### src/rtl/pipeline_ctrl_pkg.sv
// Shared constants for the three-stage pipeline sequencing controller:
// RV32I opcodes, controller state encodings, PC-mux selects and the NOP word.
package pipeline_ctrl_pkg;

   // RV32I major opcodes (inst[6:0])
   localparam logic [6:0] OP_LOAD   = 7'b0000011;
   localparam logic [6:0] OP_STORE  = 7'b0100011;
   localparam logic [6:0] OP_BRANCH = 7'b1100011;
   localparam logic [6:0] OP_JAL    = 7'b1101111;
   localparam logic [6:0] OP_JALR   = 7'b1100111;
   localparam logic [6:0] OP_LUI    = 7'b0110111;
   localparam logic [6:0] OP_AUIPC  = 7'b0010111;
   localparam logic [6:0] OP_RTYPE  = 7'b0110011;

   // Controller states
   localparam logic [1:0] ST_BOOT       = 2'd0;
   localparam logic [1:0] ST_RUN        = 2'd1;
   localparam logic [1:0] ST_LOAD_STALL = 2'd2;
   localparam logic [1:0] ST_DMEM_WAIT  = 2'd3;

   // PC mux selects
   localparam logic [1:0] PC_PLUS4  = 2'd0;
   localparam logic [1:0] PC_TARGET = 2'd1;
   localparam logic [1:0] PC_RESET  = 2'd2;
   localparam logic [1:0] PC_HOLD   = 2'd3;

   // addi x0,x0,0 -- what the datapath loads into a bubbled stage
   localparam logic [31:0] INST_NOP = 32'h00000013;

   // Register-specifier fields used by hazard detection
   typedef struct packed {
      logic [6:0] opcode;
      logic [4:0] rd;
      logic [4:0] rs1;
      logic [4:0] rs2;
   } inst_fields_t;

   function automatic inst_fields_t decode_fields(input logic [31:0] inst);
      inst_fields_t f;
      f.opcode = inst[6:0];
      f.rd     = inst[11:7];
      f.rs1    = inst[19:15];
      f.rs2    = inst[24:20];
      return f;
   endfunction

endpackage

### src/rtl/pipeline_ctrl_sat_counter.sv
// Saturating up-counter with synchronous clear; clear takes precedence.
module sat_counter #(
   parameter int W = 32
) (
   input  logic         clk,
   input  logic         rst_n,
   input  logic         inc,
   input  logic         clr,
   output logic [W-1:0] count
);

   localparam logic [W-1:0] ONE = {{(W-1){1'b0}}, 1'b1};

   // Count events, sticking at all-ones; clear overrides an increment
   always_ff @(posedge clk or negedge rst_n) begin
      if (!rst_n)
         count <= '0;
      else if (clr)
         count <= '0;
      else if (inc && (count != '1))
         count <= count + ONE;
   end

endmodule

### src/rtl/pipeline_ctrl.sv
// Sequencing controller for the IF / EXE / MWB pipeline: boot, load-use
// stalls, branch/jump redirects and memory-wait freezes. Outputs are Mealy
// decodes of the current state and the instructions sitting in EXE and MWB.
module pipeline_ctrl
   import pipeline_ctrl_pkg::*;
#(
   parameter int CNT_W = 32
) (
   input  logic             clk,
   input  logic             rst_n,
   input  logic [31:0]      inst_EXE,
   input  logic [31:0]      inst_MWB,
   input  logic             branch_taken_EXE,
   input  logic             imem_ready,
   input  logic             dmem_ready,
   input  logic             cnt_clr,
   output logic [1:0]       pc_sel,
   output logic             stall_IF,
   output logic             stall_EXE,
   output logic             stall_MWB,
   output logic             bubble_EXE,
   output logic             bubble_MWB,
   output logic             dmem_valid,
   output logic [CNT_W-1:0] stall_count,
   output logic [CNT_W-1:0] flush_count,
   output logic [1:0]       state_o
);

   inst_fields_t f_exe;
   inst_fields_t f_mwb;
   logic         lu;
   logic         redir;
   logic         freeze;
   logic         hold_mem;
   logic         flush_inc;
   logic         stall_inc;
   logic [1:0]   state;
   logic [1:0]   next_state;

   // Hazard decode: load-use against MWB's load, redirects resolved in EXE,
   // and the data-memory freeze. Forwarding only covers ALU/LUI results, so a
   // loaded value must wait one cycle before EXE may consume it.
   always_comb begin
      f_exe      = decode_fields(inst_EXE);
      f_mwb      = decode_fields(inst_MWB);
      dmem_valid = (f_mwb.opcode == OP_LOAD) || (f_mwb.opcode == OP_STORE);
      freeze     = dmem_valid && !dmem_ready;
      lu         = (f_mwb.opcode == OP_LOAD) && (f_mwb.rd != 5'd0) &&
                   (((f_exe.rs1 == f_mwb.rd) &&
                     (f_exe.opcode != OP_LUI) && (f_exe.opcode != OP_AUIPC) &&
                     (f_exe.opcode != OP_JAL)) ||
                    ((f_exe.rs2 == f_mwb.rd) &&
                     ((f_exe.opcode == OP_BRANCH) || (f_exe.opcode == OP_STORE) ||
                      (f_exe.opcode == OP_RTYPE))));
      redir      = (f_exe.opcode == OP_JAL) || (f_exe.opcode == OP_JALR) ||
                   ((f_exe.opcode == OP_BRANCH) && branch_taken_EXE);
      // In DMEM_WAIT the access is still outstanding until dmem_ready rises
      hold_mem   = (state == ST_DMEM_WAIT) ? !dmem_ready : freeze;
   end

   // Prioritised pipeline control and next-state selection
   always_comb begin
      pc_sel     = PC_PLUS4;
      stall_IF   = 1'b0;
      stall_EXE  = 1'b0;
      stall_MWB  = 1'b0;
      bubble_EXE = 1'b0;
      bubble_MWB = 1'b0;
      flush_inc  = 1'b0;
      next_state = ST_RUN;
      if (state == ST_BOOT) begin
         pc_sel     = PC_RESET;
         stall_IF   = 1'b1;
         bubble_EXE = 1'b1;
         bubble_MWB = 1'b1;
      end else if (hold_mem) begin
         // Whole pipeline freezes behind the data-memory access
         pc_sel     = PC_HOLD;
         stall_IF   = 1'b1;
         stall_EXE  = 1'b1;
         stall_MWB  = 1'b1;
         next_state = ST_DMEM_WAIT;
      end else if (lu) begin
         // Hold IF/EXE, let the load retire, and slip a bubble into MWB.
         // A redirect in EXE is re-evaluated next cycle with the loaded value.
         pc_sel     = PC_HOLD;
         stall_IF   = 1'b1;
         stall_EXE  = 1'b1;
         bubble_MWB = 1'b1;
         next_state = ST_LOAD_STALL;
      end else if (redir) begin
         // Redirect also discards any fetch still pending from IMEM
         pc_sel     = PC_TARGET;
         bubble_EXE = 1'b1;
         flush_inc  = 1'b1;
      end else if (!imem_ready) begin
         pc_sel     = PC_HOLD;
         stall_IF   = 1'b1;
         bubble_EXE = 1'b1;
      end
   end

   // Controller state register
   always_ff @(posedge clk or negedge rst_n) begin
      if (!rst_n)
         state <= ST_BOOT;
      else
         state <= next_state;
   end

   assign state_o   = state;
   assign stall_inc = stall_IF && (state != ST_BOOT);

   // Cycles spent with the front end held (boot cycle excluded)
   sat_counter #(.W(CNT_W)) u_stall_cnt (
      .clk   (clk),
      .rst_n (rst_n),
      .inc   (stall_inc),
      .clr   (cnt_clr),
      .count (stall_count)
   );

   // Redirects taken
   sat_counter #(.W(CNT_W)) u_flush_cnt (
      .clk   (clk),
      .rst_n (rst_n),
      .inc   (flush_inc),
      .clr   (cnt_clr),
      .count (flush_count)
   );

endmodule

### config.mk
export PLATFORM = sky130hd
export DESIGN_NAME = pipeline_ctrl
export DESIGN_NICKNAME = d
export VERILOG_FILES = /design/src/rtl/pipeline_ctrl_pkg.sv /design/src/rtl/pipeline_ctrl_sat_counter.sv /design/src/rtl/pipeline_ctrl.sv
export SDC_FILE = /design/constraint.sdc
export NUM_CORES = 1
export LEC_CHECK = 0
export BUFFER_PORTS_ARGS = -buffer_cell sky130_fd_sc_hd__buf_2
export CAP_MARGIN = 40
export CORE_ASPECT_RATIO = 1.2
export CORE_MARGIN = 2
export CORE_UTILIZATION = 46
export CTS_CLUSTER_DIAMETER = 30
export CTS_CLUSTER_SIZE = 28
export DETAILED_ROUTE_END_ITERATION = 16
export GPL_TIMING_DRIVEN = 0
export PLACE_DENSITY = 0.82
export SYNTH_ARGS = -nofsm -noshare
export SYNTH_HDL_FRONTEND = slang
export SYNTH_HIERARCHICAL = 1
export SYNTH_SLANG_ARGS = --single-unit
### constraint.sdc
create_clock -name clk -period 2.7 [get_ports clk]
set_input_delay 0.27 -clock clk [delete_from_list [all_inputs] [get_ports clk]]
set_output_delay 0.27 -clock clk [all_outputs]
set_load 0.02 [all_outputs]
## Word-level counts from Yosys, hierarchy flattened

Index checks and enable logic that the tools add are counted.

| word-level totals | value |
|---|---|
| flip-flop bits (word level) | 66 |
| bits in latches | 0 |
| memory bits (writable) | 0 |
| bits in read-only memories | 0 |
| input bits | 70 |
| output and inout port bits | 74 |
| word-level logic and storage cells | 76 |
| memories kept | 0 |

| cells by class | value |
|---|---|
| add/subtract/negate cells | 2 |
| multipliers | 0 |
| divide/modulo/power cells | 0 |
| magnitude comparators | 0 |
| eq/ne operators | 15 |
| shift operators | 0 |
| mux-type cells | 33 |
| bitwise logic cells | 0 |
| reduce and logical (&&, ||, !) cells | 23 |

Operators by type and width:

| operator | number |
|---|---|
| 32-bit 2-to-1 mux | 4 |
| 32-bit by 1-bit adder with 32-bit output, second input constant | 2 |
| 32-bit inequality test, second input constant | 2 |
| 7-bit by 6-bit equality test with 1-bit output, second input constant | 3 |
| 7-bit equality test, second input constant | 3 |
| 1-bit 2-to-1 mux | 21 |
| 2-bit 2-to-1 mux | 8 |
| 1-bit logical AND | 11 |
| 5-bit equality test | 2 |
| 7-bit by 2-bit equality test with 1-bit output, second input constant | 1 |
| 7-bit by 5-bit inequality test with 1-bit output, second input constant | 1 |
| 7-bit by 6-bit inequality test with 1-bit output, second input constant | 1 |
| 7-bit inequality test, second input constant | 1 |
| 1-bit logical OR | 6 |
| 2-bit nonzero test | 3 |
| 5-bit nonzero test | 1 |
| 2-bit equality test, second input constant | 1 |
| 2-bit logical NOT | 1 |
| 1-bit logical NOT | 1 |

## Logic depth before layout (Yosys ltp)

Gate-level depths: netlist (run 1).

| depth | value |
|---|---|
| depth in word-level cells | 13 |
| mapped depth | 12 |
| mapped depth without buffers | 10 |

## Hierarchy

Netlist (run 1), hierarchy kept.

Modules (own cells, without submodules):

| module | instances | cells an instance | area each (µm²) | seq. area each (µm²) |
|---|---|---|---|---|
| sat_counter | 2 | 198 | 1854.3 | 800.8 |
| pipeline_ctrl | 1 | 54 | 404.1 | 50.0 |

## Worst setup path after synthesis (run 1)

Ideal clock, no wire load.

| path | value |
|---|---|
| path type | input port to flip-flop |
| from | input port inst_MWB[7] |
| to | register u_flush_cnt.count[31] |
| setup time | 0.125 ns |
| data arrival time | 2.585 ns |
| required time | 2.575 ns |
| path slack | -0.009 ns |
| stages on the path | 11 |
| buffers on the path | 1 |
| cell sequence | or4_1 > nor2_1 > nor3_1 > o21ai_2 > nor4b_4 > and3_1 > nand4_1 > a21o_1 > buf_2 > nor4_1 > mux2_2 |

| on the way | value |
|---|---|
| word-level cells in the longest chain between the ends | 11 |
| elaborated cells on any way between the ends | 15 |
| classes of those cells | eq/ne (2); mux (3); reduce/logical (10) |

RTL lines:

| element | RTL line | RTL |
|---|---|---|
| start: declaration | pipeline_ctrl.sv:12 | `input logic [31:0] inst_MWB,` |
| 5-bit equality test | pipeline_ctrl.sv:49 | `(((f_exe.rs1 == f_mwb.rd) &&` |
| 1-bit logical AND | pipeline_ctrl.sv:49 |  |
| 1-bit logical AND (2 in a row) | pipeline_ctrl.sv:50 | `(f_exe.opcode != OP_LUI) && (f_exe.opcode != OP_AUIPC) &&` |
| 1-bit logical OR | pipeline_ctrl.sv:51 | `(f_exe.opcode != OP_JAL)) \|\|` |
| 1-bit logical AND * | pipeline_ctrl.sv:48 | `lu = (f_mwb.opcode == OP_LOAD) && (f_mwb.rd != 5'd0) &&` |
| 1-bit 2-to-1 mux * | pipeline_ctrl.sv:83 | `end else if (lu) begin` |
| 1-bit 2-to-1 mux * | pipeline_ctrl.sv:76 | `end else if (hold_mem) begin` |
| 1-bit 2-to-1 mux * | pipeline_ctrl.sv:71 | `if (state == ST_BOOT) begin` |
| via flush_inc | pipeline_ctrl.sv:35 | `logic flush_inc;` |
| 1-bit logical AND * | pipeline_ctrl_sat_counter.sv:20 | `else if (inc && (count != '1))` |
| 2-bit nonzero test (no line) * | n/a |  |
| end signal: assignment | pipeline_ctrl_sat_counter.sv:21 | `count <= count + ONE;` |
| end: declaration | pipeline_ctrl_sat_counter.sv:9 | `output logic [W-1:0] count` |

Mark *: on every way through the listed nets, which the timed path passes. The rest lies on a longest branch.
A chain may end at the register's enable or synchronous reset.

## Worst setup path in the final report (run 1)

Same ends and word-level chain as after synthesis.

==> run_results.csv, run 1 <==
group,metric,value,unit
status,status,"finished, final reports clean",
logic_synthesis,synthesis.instances,450,
critical_path,critPathCapture,"u_flush_cnt/count[31]$_DFFE_PN0P_",
placement,place_area,4810,um2
logic_synthesis,yosysTopAreaCell,"dfrtp_1",
logic_synthesis,syn_nets,522,
detailed_routing,dr.pass1.iters,5,
layout,drive_above_1_share,31.3,%
grt,grt_pass1_vias,3925,
detailed_routing,wl,11.0,mm
floorplan,core_area,8610,um2
critical_path,r2r-start,"state_o[0]$_DFF_PN0_",
logic_synthesis,yosysSeqAreaShare,40.2,%
critical_path,startpoint,"inst_MWB[7]",
grt,grt_pass1_wl,18.3,mm
floorplan,pin_count,144,
clock_network,ctsHoldBuffers,0,
detailed_routing,ant_nets,0,
timing,setup_viol,0,
floorplan,die_w,90.3,um
critical_path,critPathMaxFanout,10,
floorplan,die_y,108,um
timing,max_slew.worst_pin.slew,0.846,ns
critical_path,path_class,"in2reg",
timing,hold_viol,0,
grt,antenna_found_initial,0,
layout,area_delta_synth_final,25.6,%
critical_path,arrival,2.83,ns
critical_path,critPathLaunchType,"input pin",
logic_synthesis,synth_edf_count,0,
layout,fillCellCount,767,
logic_synthesis,synthTopCellsByArea,"dfrtp_1 (40%), nor2_1 (5.2%), xnor2_1 (4.7%)",
logic_synthesis,async_flop_share,100,%
detailed_routing,vias,3960,
pwr,peakVddDrop,304,uV
grt,grt_overflow_total,0,
timing,relSlewSlack,43.6,%
clock_network,worstSkewPairLatency,0.34,ns
timing,period_needed,2.60,ns
critical_path,r2r_end,"u_stall_cnt/count[29]$_DFFE_PN0P_",
grt,grt_max_degree,67,
clock_network,cts_tree,"built",
critical_path,ff2ff_setup_slack,0.16,ns
floorplan,dieArea,9720,um2
layout,diodes,0,
logic_synthesis,avgSynthCellArea,9.14,um2
detailed_routing,wl_per_cell,15.9,um
logic_synthesis,ys_types,49,
timing,slew_violations,0,
hold_path,min_path_type,"in2async",
pwr,cellPowerDensity,408,nW/um2
timing,fin_crit_sh,96.4,%
pwr,leakage,2.38,nW
logic_synthesis,ys_ff_latch,66,
layout,utilization,60.0,%
timing,finClkSkew,0.00895,ns
layout,fin_area,5170,um2
grt,grt_use_total,23.0,%
logic_synthesis,syn_area,4110,um2
placement,place_congestion,0.891,
clock_network,cts_made_buffers,9,
logic_synthesis,yosysWarnings,6,
detailed_routing,via_per_inst,5.69,
clock_network,clockRootBuffer,"clkbuf_8",
floorplan,initial_core_util,47.8,%
timing,max_freq,384,MHz
detailed_routing,first_iter_violations,186,
clock_network,clock_sinks,66,
critical_path,cp-end-kind,"register",
placement,hpwl,7.93,mm
clock_network,clk_transition_reported_paths,0.08,ns
detailed_routing,drc_errors,0,
placement,port_buffers,108,
critical_path,reg2regPathDepth,10,
logic_synthesis,synth_ff_type,"dfrtp_1",
logic_synthesis,netlist.area_leader.share,40.2,%
timing,finalSetupTns,0,ns
flow_run,drv_cap,0,
layout,layout.nets,646,
floorplan,fp-row-count,37,
critical_path,crit_required,2.92,ns
clock_network,h-tree-depth,3,
clock_network,cts_buffer_depth,2,
[worst max-delay path, stage by stage]
cell and delay [ns]:
buf_2 0.12, or4_1 0.51, nor2_1 0.11, nor3_1 0.08
o21ai_4 0.12, nor4b_4 0.28, and3_4 0.23, nand4_1 0.09
a21o_1 0.16, buf_2 0.18, nor4_2 0.30, mux2_2 0.36
[routing by layer]
layer	vias to the layer above	share of wire, %	global-route usage, %
met2	132	53	40.0
li1	1884	-	-
met4	0	1.9	11.2
met3	20	5.4	3.99
met1	1924	40	27.6
met5	-	0	0
[Yosys cell counts (all sizes together), types with 11 or more instances]
library cell and n:
a211oi 11, a21oi 28, and3 18, dfrtp 66
inv 17, mux2 12, nand2 25, nand3 26
nand4 17, nor2 57, nor2b 14, nor4 15
or3 11, xnor2 22, xor2 14
[layout make-up]
type                       instances  area [um2]  area share, %
tap                              117         146           2.83
sequential                        66        1650           32.0
multi-input combinational        352        2420           46.9
clock inverter                     4        73.8           1.43
clock buffer                      12         155           3.00
buffer                            15        72.6           1.40
timing repair buffer             113         581           11.2
inverter                          17        63.8           1.24
[metrics by stage]
| step | hold WS [ns] | setup slack [ns] | total power, mW | instances |
|---|---|---|---|---|
| 2_1_floorplan | -0.0256 | 0.00820 | 1.09 | 450 |
| 3_3_place_gp | 0.567 | -0.425 | 1.16 | 675 |
| 3_5_place_dp | 0.440 | -0.487 | 1.16 | 675 |
| 4_1_cts | 0.0679 | 0.0197 | 2.13 | 692 |
| 5_1_grt | 0.0926 | -0.00705 | 2.19 | 696 |
| 6_report | 0.0413 | 0.0982 | 2.11 | 696 |
[worst min-delay path by stage]
stage          slack [ns]                           endpoint                              start  depth (start not counted)
2_1_floorplan       -0.03               state_o[0]$_DFF_PN0_                              rst_n                          0
3_3_place_gp         0.57  u_stall_cnt/count[25]$_DFFE_PN0P_  u_stall_cnt/count[25]$_DFFE_PN0P_                          2
3_5_place_dp         0.44  u_flush_cnt/count[21]$_DFFE_PN0P_                              rst_n                          1
4_1_cts              0.07  u_stall_cnt/count[18]$_DFFE_PN0P_                              rst_n                          1
5_1_grt              0.09  u_flush_cnt/count[21]$_DFFE_PN0P_                              rst_n                          1
6_report             0.04  u_flush_cnt/count[22]$_DFFE_PN0P_                              rst_n                          1
[placed cells by master, fill, tap and decap left out, types with 14 or more instances in the layout]
cell type and n:
a21oi_1 25, nor2_1 57, nor2b_1 14, nand2_1 25, xor2_1 14, nand4_1 15, xnor2_1 22, inv_1 17
and3_1 14, dfrtp_1 66, buf_2 111, nand3_1 24
[cell families (layout without fill, tap and decap cells)]
kind of cell / after synthesis / after routing / synth area share, %
mux: 14 / 14 / 3.96
flops: 66 / 66 / 40.2
fa+ha+maj: 2 / 2 / 0.608
xor+xnor: 36 / 36 / 7.67
compound gates: 79 / 79 / 13.1
simple gates: 221 / 221 / 31.2
buf+inv: 32 / 161 / 3.32
[flip-flops by register name (all words and copies together) (netlist names)]
signal             count
u_stall_cnt/count     32
u_flush_cnt/count     32
state_o                2
[where the power goes]
group	total, mW	internal, mW	switching (mW)
combinational	0.154	0.0549	0.0986
sequential	0.997	0.992	0.00530
clock	0.955	0.571	0.384
total	2.11	1.62	0.488
[timing repair]
action | CTS | global route
gates resized for setup | 6 | 10
setup endpoints to repair | 13 | 19
pin swaps | 0 | 6
setup buffers | 1 | 4
Note: power is estimated with default switching activity, not from simulation.
==> run 2: changes to the inputs <==
--- a/config.mk
+++ b/config.mk
@@ -9,12 +9,13 @@
 export CAP_MARGIN = 40
 export CORE_ASPECT_RATIO = 1.2
 export CORE_MARGIN = 2
-export CORE_UTILIZATION = 46
+export CORE_UTILIZATION = 47
+export CTS_BUF_LIST = sky130_fd_sc_hd__clkbuf_2
 export CTS_CLUSTER_DIAMETER = 30
 export CTS_CLUSTER_SIZE = 28
 export DETAILED_ROUTE_END_ITERATION = 16
 export GPL_TIMING_DRIVEN = 0
-export PLACE_DENSITY = 0.82
+export PLACE_DENSITY = 0.84
 export SYNTH_ARGS = -nofsm -noshare
 export SYNTH_HDL_FRONTEND = slang
 export SYNTH_HIERARCHICAL = 1
==> run_results.csv, run 2 (synthesized netlist as in run 1, its figures left out) <==
group,metric,value,unit
timing,fin_hold_ws,0.129,ns
detailed_routing,ant_nets,0,
hold_path,min_path_type,"in2reg",
layout,fin_area,4970,um2
layout,fin_cells,693,
critical_path,cpPeakStageDelay,0.52,ns
grt,grt_use_met2,37.3,%
timing,relSlewSlack,44.4,%
placement,pre_cts_slack,-0.509,ns
critical_path,cp_slowest_cell,"or4_1",
critical_path,cp-end-kind,"register",
timing,max_freq,383,MHz
pwr,peakVddDrop,229,uV
clock_network,clk_transition_reported_paths,0.18,ns
placement,port_buffers,108,
critical_path,cp_common_cell,"buf_2",
grt,grt_use_met1,28.0,%
status,status,"finished, final reports clean",
clock_network,clock_sinks,66,
clock_network,cts_buffer_depth,2,
clock_network,cts_tree,"built",
placement,dpl.cell_count,675,
critical_path,critPathLaunchType,"input pin",
grt,grt_util_met3,4.66,%
layout,final_common_cell,"buf_2",
placement,place_area,4810,um2
grt,top_usage_layer,"met2",
grt,antenna_found_initial,0,
detailed_routing,wl,10.5,mm
timing,fin_crit_sh,96.7,%
grt,grt_overflow_total,0,
layout,most-common-layout-cells,"buf_2 (111), dfrtp_1 (66), nor2_1 (57)",
clock_network,worstSkewPairLatency,0.50,ns
pwr,leakage,2.30,nW
detailed_routing,dr.pass1.iters,4,
grt,grt_pass1_vias,3774,
clock_network,h-tree-depth,3,
timing,period_needed,2.61,ns
floorplan,die_y,106,um
timing,finClkSkew,0.0197,ns
timing,setup_viol,0,
clock_network,cts_made_buffers,9,
critical_path,crit_required,3.10,ns
layout,area_delta_synth_final,20.7,%
timing,max_slew.worst_pin.slew,0.833,ns
timing,hold_viol,0,
detailed_routing,wl_per_cell,15.2,um
detailed_routing,drc_errors,0,
critical_path,crit_chain,"buf_2 -> or4_1 -> nor2_1 -> nor3_1 -> o21ai_2 -> nor4b_4 -> and3_4 -> nand4_1 -> a21o_1 -> buf_2 -> nor4_1 -> mux2_2",
layout,layout.nets,643,
floorplan,die_w,89.4,um
detailed_routing,via_per_inst,5.74,
grt,grt_max_degree,67,
timing,fin_ws,0.0883,ns
flow_run,drv_cap,0,
floorplan,core_area,8520,um2
critical_path,path_class,"in2reg",
clock_network,clockRootBuffer,"clkbuf_2",
detailed_routing,vias,3979,
timing,slew_violations,0,
placement,place_congestion,0.872,
floorplan,fp-row-count,37,
critical_path,critPathMaxFanout,10,
detailed_routing,first_iter_violations,157,
pwr,cellPowerDensity,346,nW/um2
layout,diodes,0,
floorplan,dieArea,9520,um2
critical_path,ff2ff_setup_slack,0.12,ns
critical_path,arrival,3.02,ns
grt,grt_pass1_wl,17.0,mm
placement,hpwl,7.84,mm
floorplan,initial_core_util,48.3,%
grt,grt_use_total,22.7,%
layout,utilization,58.3,%
floorplan,pin_count,144,
timing,finalSetupTns,0,ns
layout,drive_above_1_share,30.2,%
pwr,finalPower,1.72,mW
-- run 2: cell count changes in the layout (fill, tap and decap cells not counted), sizes merged --
cell and change:
buf -4, clkbuf -2, clkinv +2, bufinv -1, clkinvlp +1, dlygate4sd3 +1
-- run 2: report_power, final --
part	total [mW]	switching (mW)	internal (mW)	leakage, nW
registers	0.999	0.00581	0.993	0.916
clock network	0.567	0.355	0.211	0.0715
logic	0.152	0.0965	0.0552	1.31
total	1.72	0.458	1.26	2.30
-- run 2: final timing paths --
kind                                              startpoint                           endpoint  depth (start not counted)
min in group asynchronous                              rst_n  u_flush_cnt/count[14]$_DFFE_PN0P_                          2
hold / removal                                    dmem_ready               state_o[1]$_DFF_PN0_                          3
hold reg to reg            u_stall_cnt/count[15]$_DFFE_PN0P_  u_stall_cnt/count[15]$_DFFE_PN0P_                          2
setup reg to reg                        state_o[0]$_DFF_PN0_  u_stall_cnt/count[31]$_DFFE_PN0P_                         10
max in group asynchronous                              rst_n  u_stall_cnt/count[22]$_DFFE_PN0P_                          2
setup / recovery                                 inst_MWB[7]  u_flush_cnt/count[29]$_DFFE_PN0P_                         12
-- run 2: area by class of cell --
cell class / count / area (um2)
multi-input cells: 352 / 2360
inverters: 17 / 63.8
repair buffers: 110 / 561
well taps: 117 / 146
clock inverters: 6 / 57.6
plain buffers: 15 / 72.6
clock buffers: 10 / 50.0
flip-flops and latches: 66 / 1650
fillers: 783 / 3550
-- run 2: critical path, delay by kind of cell --
| kind | cells | cell delay (ns) |
|---|---|---|
| muxes | 1 | 0.37 |
| AOI/OAI and AO/OA | 2 | 0.33 |
| buffers and inverters | 2 | 0.30 |
| and+or+nand+nor | 7 | 1.74 |
-- run 2: layer usage --
layer | vias to the layer above | share of wire (%)
li1 | 1879 | -
met1 | 1928 | 41
met2 | 143 | 50
met3 | 29 | 5.5
met4 | 0 | 2.8
met5 | - | 0
-- run 2: what timing repair did --
item	in CTS	in global routing
hold endpoints to repair	66	0
gates resized for setup	3	5
setup buffers	1	0
pin swaps	1	2
hold buffers	1	0
endpoints found under the setup margin	11	8
